### src/rtl/fp_accumulator.sv
// fp_accumulator
//   Sequential IEEE-754 single-precision accumulator. Sums NUM_TERMS consecutive
//   products into one float through a shared align/add/normalise datapath
//   (4 cycles per term), then holds the sum on a valid/ready output.
//   Arithmetic scope: no denormals (exponent 0 is zero), no NaN/Inf,
//   truncation rounding, exact cancellation gives +0, overflow saturates to
//   sign|0x7F7FFFFF, underflow flushes to +0.
// Ports
//   clk        rising-edge clock
//   rst_n      asynchronous active-low reset
//   in_valid   in_data carries a product
//   in_ready   product accepted this cycle (IDLE only)
//   in_data    IEEE-754 product
//   out_valid  out_data holds a completed sum
//   out_ready  consumer takes out_data
//   out_data   IEEE-754 sum of NUM_TERMS products
//   busy       high in any state other than IDLE
module fp_accumulator #(
    parameter int NUM_TERMS = 9,
    parameter int CNT_W     = 8
) (
    input  logic        clk,
    input  logic        rst_n,
    input  logic        in_valid,
    output logic        in_ready,
    input  logic [31:0] in_data,
    output logic        out_valid,
    input  logic        out_ready,
    output logic [31:0] out_data,
    output logic        busy
);

    typedef enum logic [2:0] {
        IDLE  = 3'd0,
        ALIGN = 3'd1,
        ADD   = 3'd2,
        NORM  = 3'd3,
        DONE  = 3'd4
    } state_t;

    state_t r_state;
    state_t w_nextState;

    logic [31:0]      r_acc;
    logic [31:0]      r_opB;
    logic [CNT_W-1:0] r_count;
    logic [23:0]      r_sigA;
    logic [23:0]      r_sigB;
    logic [7:0]       r_expA;
    logic             r_signA;
    logic             r_signB;
    logic [24:0]      r_sum;
    logic             r_sumSign;

    logic             w_lastTerm;

    // Align-stage wires
    logic [7:0]  w_accExp;
    logic [7:0]  w_bExp;
    logic [23:0] w_accSig;
    logic [23:0] w_bSig;
    logic        w_bIsA;
    logic [7:0]  w_expDiff;
    logic [23:0] w_bigSig;
    logic [23:0] w_smallSig;
    logic [23:0] w_alignedSmall;

    // Add-stage wires
    logic [24:0] w_sum;
    logic        w_sumSign;

    // Normalise-stage wires
    logic [4:0]         w_lz;
    logic [23:0]        w_shifted;
    logic signed [9:0]  w_expWide;
    logic [22:0]        w_frac;
    logic [31:0]        w_normResult;

    assign w_lastTerm = (r_count == CNT_W'(NUM_TERMS));

    // State register
    always_ff @(posedge clk or negedge rst_n) begin
        if (!rst_n) begin
            r_state <= IDLE;
        end else begin
            r_state <= w_nextState;
        end
    end

    // Next-state logic: fixed four-cycle walk per term, DONE after the last one
    always_comb begin
        w_nextState = r_state;
        unique case (r_state)
            IDLE:    if (in_valid) w_nextState = ALIGN;
            ALIGN:   w_nextState = ADD;
            ADD:     w_nextState = NORM;
            NORM:    w_nextState = w_lastTerm ? DONE : IDLE;
            DONE:    if (out_ready) w_nextState = IDLE;
            default: w_nextState = IDLE;
        endcase
    end

    // Outputs; in_ready is gated by rst_n so it reads 0 while reset is held
    always_comb begin
        in_ready  = (r_state == IDLE) && rst_n;
        out_valid = (r_state == DONE);
        out_data  = (r_state == DONE) ? r_acc : 32'd0;
        busy      = (r_state != IDLE);
    end

    // Align: an exponent field of 0 is zero, so its significand is forced to 0.
    // On an exponent tie the accumulator stays operand A.
    always_comb begin
        w_accExp = r_acc[30:23];
        w_bExp   = r_opB[30:23];
        w_accSig = (w_accExp != 8'd0) ? {1'b1, r_acc[22:0]} : 24'd0;
        w_bSig   = (w_bExp   != 8'd0) ? {1'b1, r_opB[22:0]} : 24'd0;
        w_bIsA   = (w_bExp > w_accExp);
        if (w_bIsA) begin
            w_expDiff  = w_bExp - w_accExp;
            w_bigSig   = w_bSig;
            w_smallSig = w_accSig;
        end else begin
            w_expDiff  = w_accExp - w_bExp;
            w_bigSig   = w_accSig;
            w_smallSig = w_bSig;
        end
        w_alignedSmall = (w_expDiff >= 8'd25) ? 24'd0 : (w_smallSig >> w_expDiff);
    end

    // Add: magnitude subtract keeps the sign of the larger operand
    always_comb begin
        w_sum     = '0;
        w_sumSign = r_signA;
        if (r_signA == r_signB) begin
            w_sum     = {1'b0, r_sigA} + {1'b0, r_sigB};
            w_sumSign = r_signA;
        end else if (r_sigA >= r_sigB) begin
            w_sum     = {1'b0, r_sigA - r_sigB};
            w_sumSign = r_signA;
        end else begin
            w_sum     = {1'b0, r_sigB - r_sigA};
            w_sumSign = r_signB;
        end
    end

    // Normalise: priority encoder finds the leading one (highest set bit wins).
    // Exponent is computed 10-bit signed so overflow and underflow are visible.
    always_comb begin
        w_lz = 5'd0;
        for (int i = 0; i < 24; i++) begin
            if (r_sum[i]) w_lz = 5'(23 - i);
        end
        w_shifted    = r_sum[23:0] << w_lz;
        w_expWide    = '0;
        w_frac       = '0;
        w_normResult = 32'd0;
        if (r_sum != 25'd0) begin
            if (r_sum[24]) begin
                w_expWide = 10'({2'b00, r_expA}) + 10'd1;
                w_frac    = r_sum[23:1];
            end else begin
                w_expWide = 10'({2'b00, r_expA}) - 10'({5'd0, w_lz});
                w_frac    = w_shifted[22:0];
            end
            if (w_expWide > 10'sd254) begin
                w_normResult = {r_sumSign, 31'h7F7FFFFF};
            end else if (w_expWide < 10'sd1) begin
                w_normResult = 32'd0;
            end else begin
                w_normResult = {r_sumSign, w_expWide[7:0], w_frac};
            end
        end
    end

    // Datapath registers; each stage updates only in its own state
    always_ff @(posedge clk or negedge rst_n) begin
        if (!rst_n) begin
            r_acc     <= 32'd0;
            r_opB     <= 32'd0;
            r_count   <= '0;
            r_sigA    <= '0;
            r_sigB    <= '0;
            r_expA    <= '0;
            r_signA   <= 1'b0;
            r_signB   <= 1'b0;
            r_sum     <= '0;
            r_sumSign <= 1'b0;
        end else begin
            unique case (r_state)
                IDLE: begin
                    if (in_valid) begin
                        r_opB   <= in_data;
                        r_count <= r_count + 1'b1;
                    end
                end
                ALIGN: begin
                    r_sigA  <= w_bigSig;
                    r_sigB  <= w_alignedSmall;
                    r_expA  <= w_bIsA ? w_bExp : w_accExp;
                    r_signA <= w_bIsA ? r_opB[31] : r_acc[31];
                    r_signB <= w_bIsA ? r_acc[31] : r_opB[31];
                end
                ADD: begin
                    r_sum     <= w_sum;
                    r_sumSign <= w_sumSign;
                end
                NORM: begin
                    r_acc <= w_normResult;
                end
                DONE: begin
                    if (out_ready) begin
                        r_acc   <= 32'd0;
                        r_count <= '0;
                    end
                end
                default: begin
                end
            endcase
        end
    end

endmodule

### config.mk
export PLATFORM = sky130hd
export DESIGN_NAME = fp_accumulator
export DESIGN_NICKNAME = d
export VERILOG_FILES = /design/src/rtl/fp_accumulator.sv
export SDC_FILE = /design/constraint.sdc
export NUM_CORES = 1
export LEC_CHECK = 0
export BUFFER_PORTS_ARGS = -buffer_cell sky130_fd_sc_hd__buf_4
export CELL_PAD_IN_SITES_DETAIL_PLACEMENT = 2
export CELL_PAD_IN_SITES_GLOBAL_PLACEMENT = 2
export CORE_MARGIN = 4
export CORE_UTILIZATION = 38
export DETAILED_ROUTE_END_ITERATION = 8
export PLACE_DENSITY = 0.79
export SLEW_MARGIN = 15
export SYNTH_ARGS = -nofsm -noshare
export SYNTH_HDL_FRONTEND = slang
export SYNTH_SLANG_ARGS = --single-unit
### constraint.sdc
create_clock -name clk -period 5.39 [get_ports clk]
set_input_delay 0.2695 -clock clk [delete_from_list [all_inputs] [get_ports clk]]
set_output_delay 0.2695 -clock clk [all_outputs]
set_load 0.05 [all_outputs]
==> results of run 1 <==
final timing paths:
kind,start,end,slack [ns],depth (start not counted)
setup / recovery,r_sum[0],r_acc[12],0.27,17
hold / removal,in_data[19],r_opB[19],0.008,3
setup reg to reg,r_sum[0],r_acc[12],0.27,17
hold reg to reg,r_count[1],r_count[1],0.54,2
max in group asynchronous,rst_n,r_count[7],4.04,3
min in group asynchronous,rst_n,r_sigA[15],0.40,2
metal layers:
layer	vias up	GRT usage, %	wire length [um]
li1	6887	-	-
met1	7912	41.2	29300
met2	412	51.5	31500
met3	129	4.69	2950
met4	2	11.7	2580
met5	-	0	11
sequential cells by signal (all words and copies together) (netlist names), 3 cells and up:
name	flops
r_sigB	24
r_state	3
r_opB	32
r_sum	25
r_expA	8
r_sigA	24
r_acc	32
r_count	8
synthesized netlist by cell type, types with 18 or more instances:
master | instances | area (um^2)
a211oi_1 | 18 | 135
a21oi_1 | 147 | 736
a221oi_1 | 43 | 377
a31oi_1 | 31 | 194
and2_1 | 40 | 250
buf_2 | 41 | 205
clkbuf_1 | 73 | 274
dfrtp_1 | 159 | 3980
ha_1 | 94 | 1180
inv_1 | 108 | 405
mux2_2 | 21 | 236
mux2i_1 | 75 | 751
nand2_1 | 243 | 912
nand2b_1 | 18 | 113
nand3_1 | 45 | 225
nand4_1 | 22 | 138
nor2_1 | 159 | 597
nor3_1 | 36 | 180
o21ai_0 | 118 | 591
o31ai_1 | 21 | 158
xnor2_1 | 27 | 236
kinds of logic (layout without fill, tap and decap cells):
logic type               after synthesis  count (layout)
AO/OA/AOI/OAI                        588             588
flip-flops                           159             159
adder cells (fa/ha/maj)              100             100
XOR/XNOR                              41              41
AND/OR/NAND/NOR                      654             654
multiplexers                         108             108
buffers and inverters                249             267
per-stage QoR:
stage	util (%)	setup TNS (ns)	hold slack (ns)
CTS	42.7	0	0.00114
finish	42.7	0	0.00762
global placement	40.8	0	0.351
floorplan	-	0	-0.0261
detailed placement	40.8	-2.35	0.357
global route	42.7	0	0.0224
area by class of cell:
| class | count | area [um^2] | area share [%] |
|---|---|---|---|
| clock buffer | 17 | 425 | 2.56 |
| sequential | 159 | 3980 | 24.0 |
| clock inverter | 13 | 129 | 0.777 |
| multi-input combinational | 1491 | 9990 | 60.2 |
| tap | 518 | 648 | 3.91 |
| inverter | 113 | 424 | 2.56 |
| timing repair buffer | 124 | 992 | 5.98 |
worst max-delay path: cells and delay by family (launching register included):
kind | cells | cell delay, ns
adders and majority gates | 1 | 0.35
AOI/OAI and AO/OA | 9 | 2.14
and+or+nand+nor | 5 | 1.46
buffers and inverters | 1 | 0.32
DFF | 1 | 0.51
xor gates and xnor gates | 1 | 0.21
timing repair:
item                                   4_1_cts  5_1_grt
hold buffers                                18        0
pin swaps                                    1        0
setup endpoints to repair                   21       21
setup buffers                                1        0
endpoints found under the hold margin       92        0
resized for setup                            0        2
==> results.cfg, run 1 <==
[status]
status = completed

[floorplanning]
floorplan.core_area_um2 = 38800
initial_utilization_pct = 38.5
pin_count = 71
die-area_um2 = 42600
floorplan.die.height_um = 206
row_count = 72
die_w_um = 206

[yosys]
synth_nets = 2035
yosys_warns = 0
synth.mux.area_fraction_pct = 8.33
synth_fa_ha_area_share_pct = 8.66
synthXorXnorAreaFrac_pct = 2.45
dominant_combinational_cell_family_by_area_after_synthesis = compound AO/OA/AOI/OAI gates
yosys.area_share.simple_pct = 20.4
syn_area_per_cell_um2 = 7.88
yosys.cell_types.count = 100
netlist_instances = 1899
synth-compound-area-share_pct = 26.6
synth.yosys.seq_area_share_pct = 26.6
synth-seq-cells = 159
synth.cell_area_um2 = 15000
async_reset_ff_share_pct = 100
synth_enable_flop_cells = 0
synth_ff_type = dfrtp_1

[critical_path]
worst_ep_arrival_time_ns = 5.47
start_kind = flip-flop
crit_required_ns = 5.74
timing.critical_path.to_type = flip-flop
critical_path_s_largest_stage_delay_ns = 0.51
cell_by_cell_listing_of_the_critical_path = nor2_1, o31ai_1, a211oi_1, o311a_1, nor2_1, inv_2, ha_1, nor2b_1, o21a_1, o21ai_0, a21oi_1, xor2_1, nor4_1, o21ba_2, and2b_2, a221oi_1, o311ai_0
timing_worst_setup_path_type = reg -> reg
critical_path_peak_fanout = 21
critical_path.slowest_cell = dfrtp_1
timing.critical_path.mode_cell = nor2_1

[global_route]
grt_start_max_net_pins = 85
grt_pass1_wl_um = 102000
first_global_vias = 16436
gr-usage-all-layers_pct = 31.2
grt_antenna_before_repair = 1
overflow = 0

[routing]
drc = 0
avgRoutedWirePerCell_um = 27.2
drtAntennaViolNets = 0
finalWirelength_um = 66300
detail_route.vias_per_cell = 6.30
drtIter0Drc = 1062
drtPass1Iterations = 6
vias = 15342

[timing]
grt_setup_unrepaired = no
timing.max_slew.rel_slack_pct = 35.2
fin_ws_ns = 0.272
clock.fmax_ghz = 0.195
period_needed_ns = 5.12
clock_skew_ns = 0.0131
fin_crit_sh_pct = 95.0
finalHoldViolCount = 0
timing_worst_slew_pin_value_ns = 0.959
final-max-slew-violation-count = 0
report.final.setup_viol = 0

[cells_and_area]
layout.cells.most_common_list = nand2_1 (242), dfrtp_1 (159), nor2_1 (157)
final_layout_size_suffix_gt1_share_pct = 11.2
final-instance-count-excl-fill = 2435
layout.nets = 2042
fillerInstances = 4449
layout.cells.most_common = nand2_1
fin_area_um2 = 16600
syn_to_final_growth_pct = 10.8
diodes = 0

[clock_network]
cts_tree = done
inserted_clock_buffers = 17
clock_tree.htree_level_count = 4
cts.clk_slew.worst_paths_ns = 0.08
clock-root-buffer = clkbuf_16
clkLatencyLatePin_ns = 0.47
clk_path_buf_depth = 2
cts.sink_count = 159

[run]
max_cap_violations = 0

[placed_design]
postPlaceCellArea_um2 = 15800
place_hpwl_um = 51000
gp_congestion = 0.951
dp_cells = 2386
place_ws_ns = -0.190
placement.io_buffers = 70

[min_path]
hold_class = in -> reg
Power of run 1 is not shown: default switching activity piles up to over one toggle a cycle in this logic, so the estimate is an artifact.
==> run 2: changes to the inputs <==
--- a/config.mk
+++ b/config.mk
@@ -8,6 +8,7 @@
 export BUFFER_PORTS_ARGS = -buffer_cell sky130_fd_sc_hd__buf_4
 export CELL_PAD_IN_SITES_DETAIL_PLACEMENT = 2
 export CELL_PAD_IN_SITES_GLOBAL_PLACEMENT = 2
+export CORE_ASPECT_RATIO = 0.6
 export CORE_MARGIN = 4
 export CORE_UTILIZATION = 38
 export DETAILED_ROUTE_END_ITERATION = 8
==> results.cfg, run 2 (same netlist as run 1, synthesis figures left out) <==
[critical_path]
stages_on_worst_setup_path = 17
worst_ep_arrival_time_ns = 5.46
critical_path_s_largest_stage_delay_ns = 0.75
start_kind = flip-flop
worst_r2r_startpoint = r_sum[23]
worst_setup_path_startpoint = r_sum[23]
ff2ff_path_depth = 17
critical_path.slowest_cell = nor2_1
critical_path_peak_fanout = 12
timing.critical_path.buf_inv = 1
path_delay_family = compound AO/OA/AOI/OAI gates
timing.rr.end = r_acc[12]
timing.critical_path.to_type = flip-flop
cell_by_cell_listing_of_the_critical_path = nand2b_1, nand3_1, o21a_1, o31ai_4, inv_2, ha_1, fa_1, nor2b_1, o21ai_0, a21boi_0, o22a_1, xor2_1, a41oi_2, nand2b_1, nor2_1, a221oi_1, o311ai_0
crit_required_ns = 5.74
timing.critical_path.mode_cell = nand2b_1
timing_worst_setup_path_type = reg -> reg
reg2reg_slack_ns = 0.28
cp-endpoint = r_acc[12]

[placed_design]
gp_congestion = 0.982
placement.io_buffers = 70
place_hpwl_um = 57300

[timing]
report.final.setup_viol = 0
finalHoldViolCount = 0
grt_setup_unrepaired = no
timing_worst_slew_pin_value_ns = 1.05
clock.fmax_ghz = 0.196
final-max-slew-violation-count = 0
clock_skew_ns = 0.0127
fin_crit_sh_pct = 94.8
tns_ns = 0
period_needed_ns = 5.11
timing.max_slew.rel_slack_pct = 29.3

[cells_and_area]
layout.cells.most_common_list = nand2_1 (242), dfrtp_1 (159), nor2_1 (158)
layout.cells.most_common = nand2_1
multiInputGateArea_um2 = 9970
largest_registers = r_acc x32, r_opB x32, r_sum x25
fillerInstances = 4334
syn_to_final_growth_pct = 11.5
ff_latch_area_um2 = 3980
layout.nets = 2055
final_layout_size_suffix_gt1_share_pct = 11.9

[clock_network]
clock-root-buffer = clkbuf_16
cts_tree = done
post_cts.repair.setup_buffers = 0
clkLatencyLatePin_ns = 0.46
clk_path_buf_depth = 2
clock_tree.htree_level_count = 4
cts.clk_slew.worst_paths_ns = 0.08
cts.sink_count = 159
inserted_clock_buffers = 17

[run]
max_cap_violations = 0

[routing]
drc = 0
avgRoutedWirePerCell_um = 30.7
drtAntennaViolNets = 0
detail_route.vias_per_cell = 6.58
vias = 16080
finalWirelength_um = 75100
drtIter0Drc = 1913
drtPass1Iterations = 5

[floorplanning]
die_w_um = 264
row_count = 55
floorplan.core_area_um2 = 38300
die-area_um2 = 42700
pin_count = 71
floorplan.die.height_um = 162
initial_utilization_pct = 39.1

[global_route]
grt_start_max_net_pins = 66
grt_pass1_wl_um = 112000
grt_antenna_before_repair = 3
gr-usage-all-layers_pct = 34.4
overflow = 0
first_global_vias = 16396

[min_path]
hold_class = in -> reg
hold_depth = 3

[status]
status = completed
==> run 2: changes by cell type in the layout (fill, tap and decap cells not counted), moves of 2 or more <==
cell           before  now
clkinv_2            3    1
clkinv_4            0    2
dlygate4sd3_1      18   14
inv_6               4    2
buf_4             104  121
==> run 2: final cells by class <==
cell class / count / share of cell area (%)
multi-input cells: 1491 / 59.8
well taps: 513 / 3.85
repair buffers: 137 / 6.47
clock inverters: 13 / 0.938
clock buffers: 17 / 2.55
diodes: 1 / 0.0150
inverters: 113 / 2.54
flip-flops and latches: 159 / 23.9
==> run 2: timing repair <==
| action | 4_1_cts | 5_1_grt |
|---|---|---|
| resized for setup | 0 | 1 |
| hold buffers | 14 | 0 |
| hold endpoints to repair | 67 | 0 |
| setup endpoints to repair | 0 | 19 |
==> run 2: routing by layer <==
layer	routed length [um]	vias up	global-route usage (%)	part of all wire [%]
met1	35700	8368	53.3	48
met4	1450	2	7.46	1.9
li1	-	6896	-	-
met3	7460	87	7.55	9.9
met5	7	-	0	0.0093
met2	30500	727	48.4	41
==> run 2: worst min-delay path by stage <==
stage,startpoint,endpoint,slack (ns)
6_report,in_data[18],r_opB[18],0.007
5_1_grt,in_data[19],r_opB[19],0.01
4_1_cts,in_data[27],r_opB[27],0.0003
3_5_place_dp,rst_n,r_opB[9],0.27
3_3_place_gp,rst_n,r_opB[9],0.27
2_1_floorplan,rst_n,r_acc[0],-0.03
==> run 2: per-stage QoR <==
stage	setup WS [ns]	instance area, um^2	utilization (%)	hold WS (ns)	cells
CTS	0.307	16700	43.6	0.000296	2443
finish	0.282	16700	43.6	0.00678	2444
detailed placement	0.425	16000	41.7	0.268	2399
global placement	0.605	16000	41.7	0.266	2399
global route	0.0222	16700	43.6	0.00962	2443
floorplan	1.09	15000	-	-0.0261	1899
==> run 2: tightest hold or removal path, cell delays in order <==
cell and delay (ns):
buf_4 0.08, nand2_1 0.04, nand2_1 0.05
Power of run 2 is left out for the same reason.
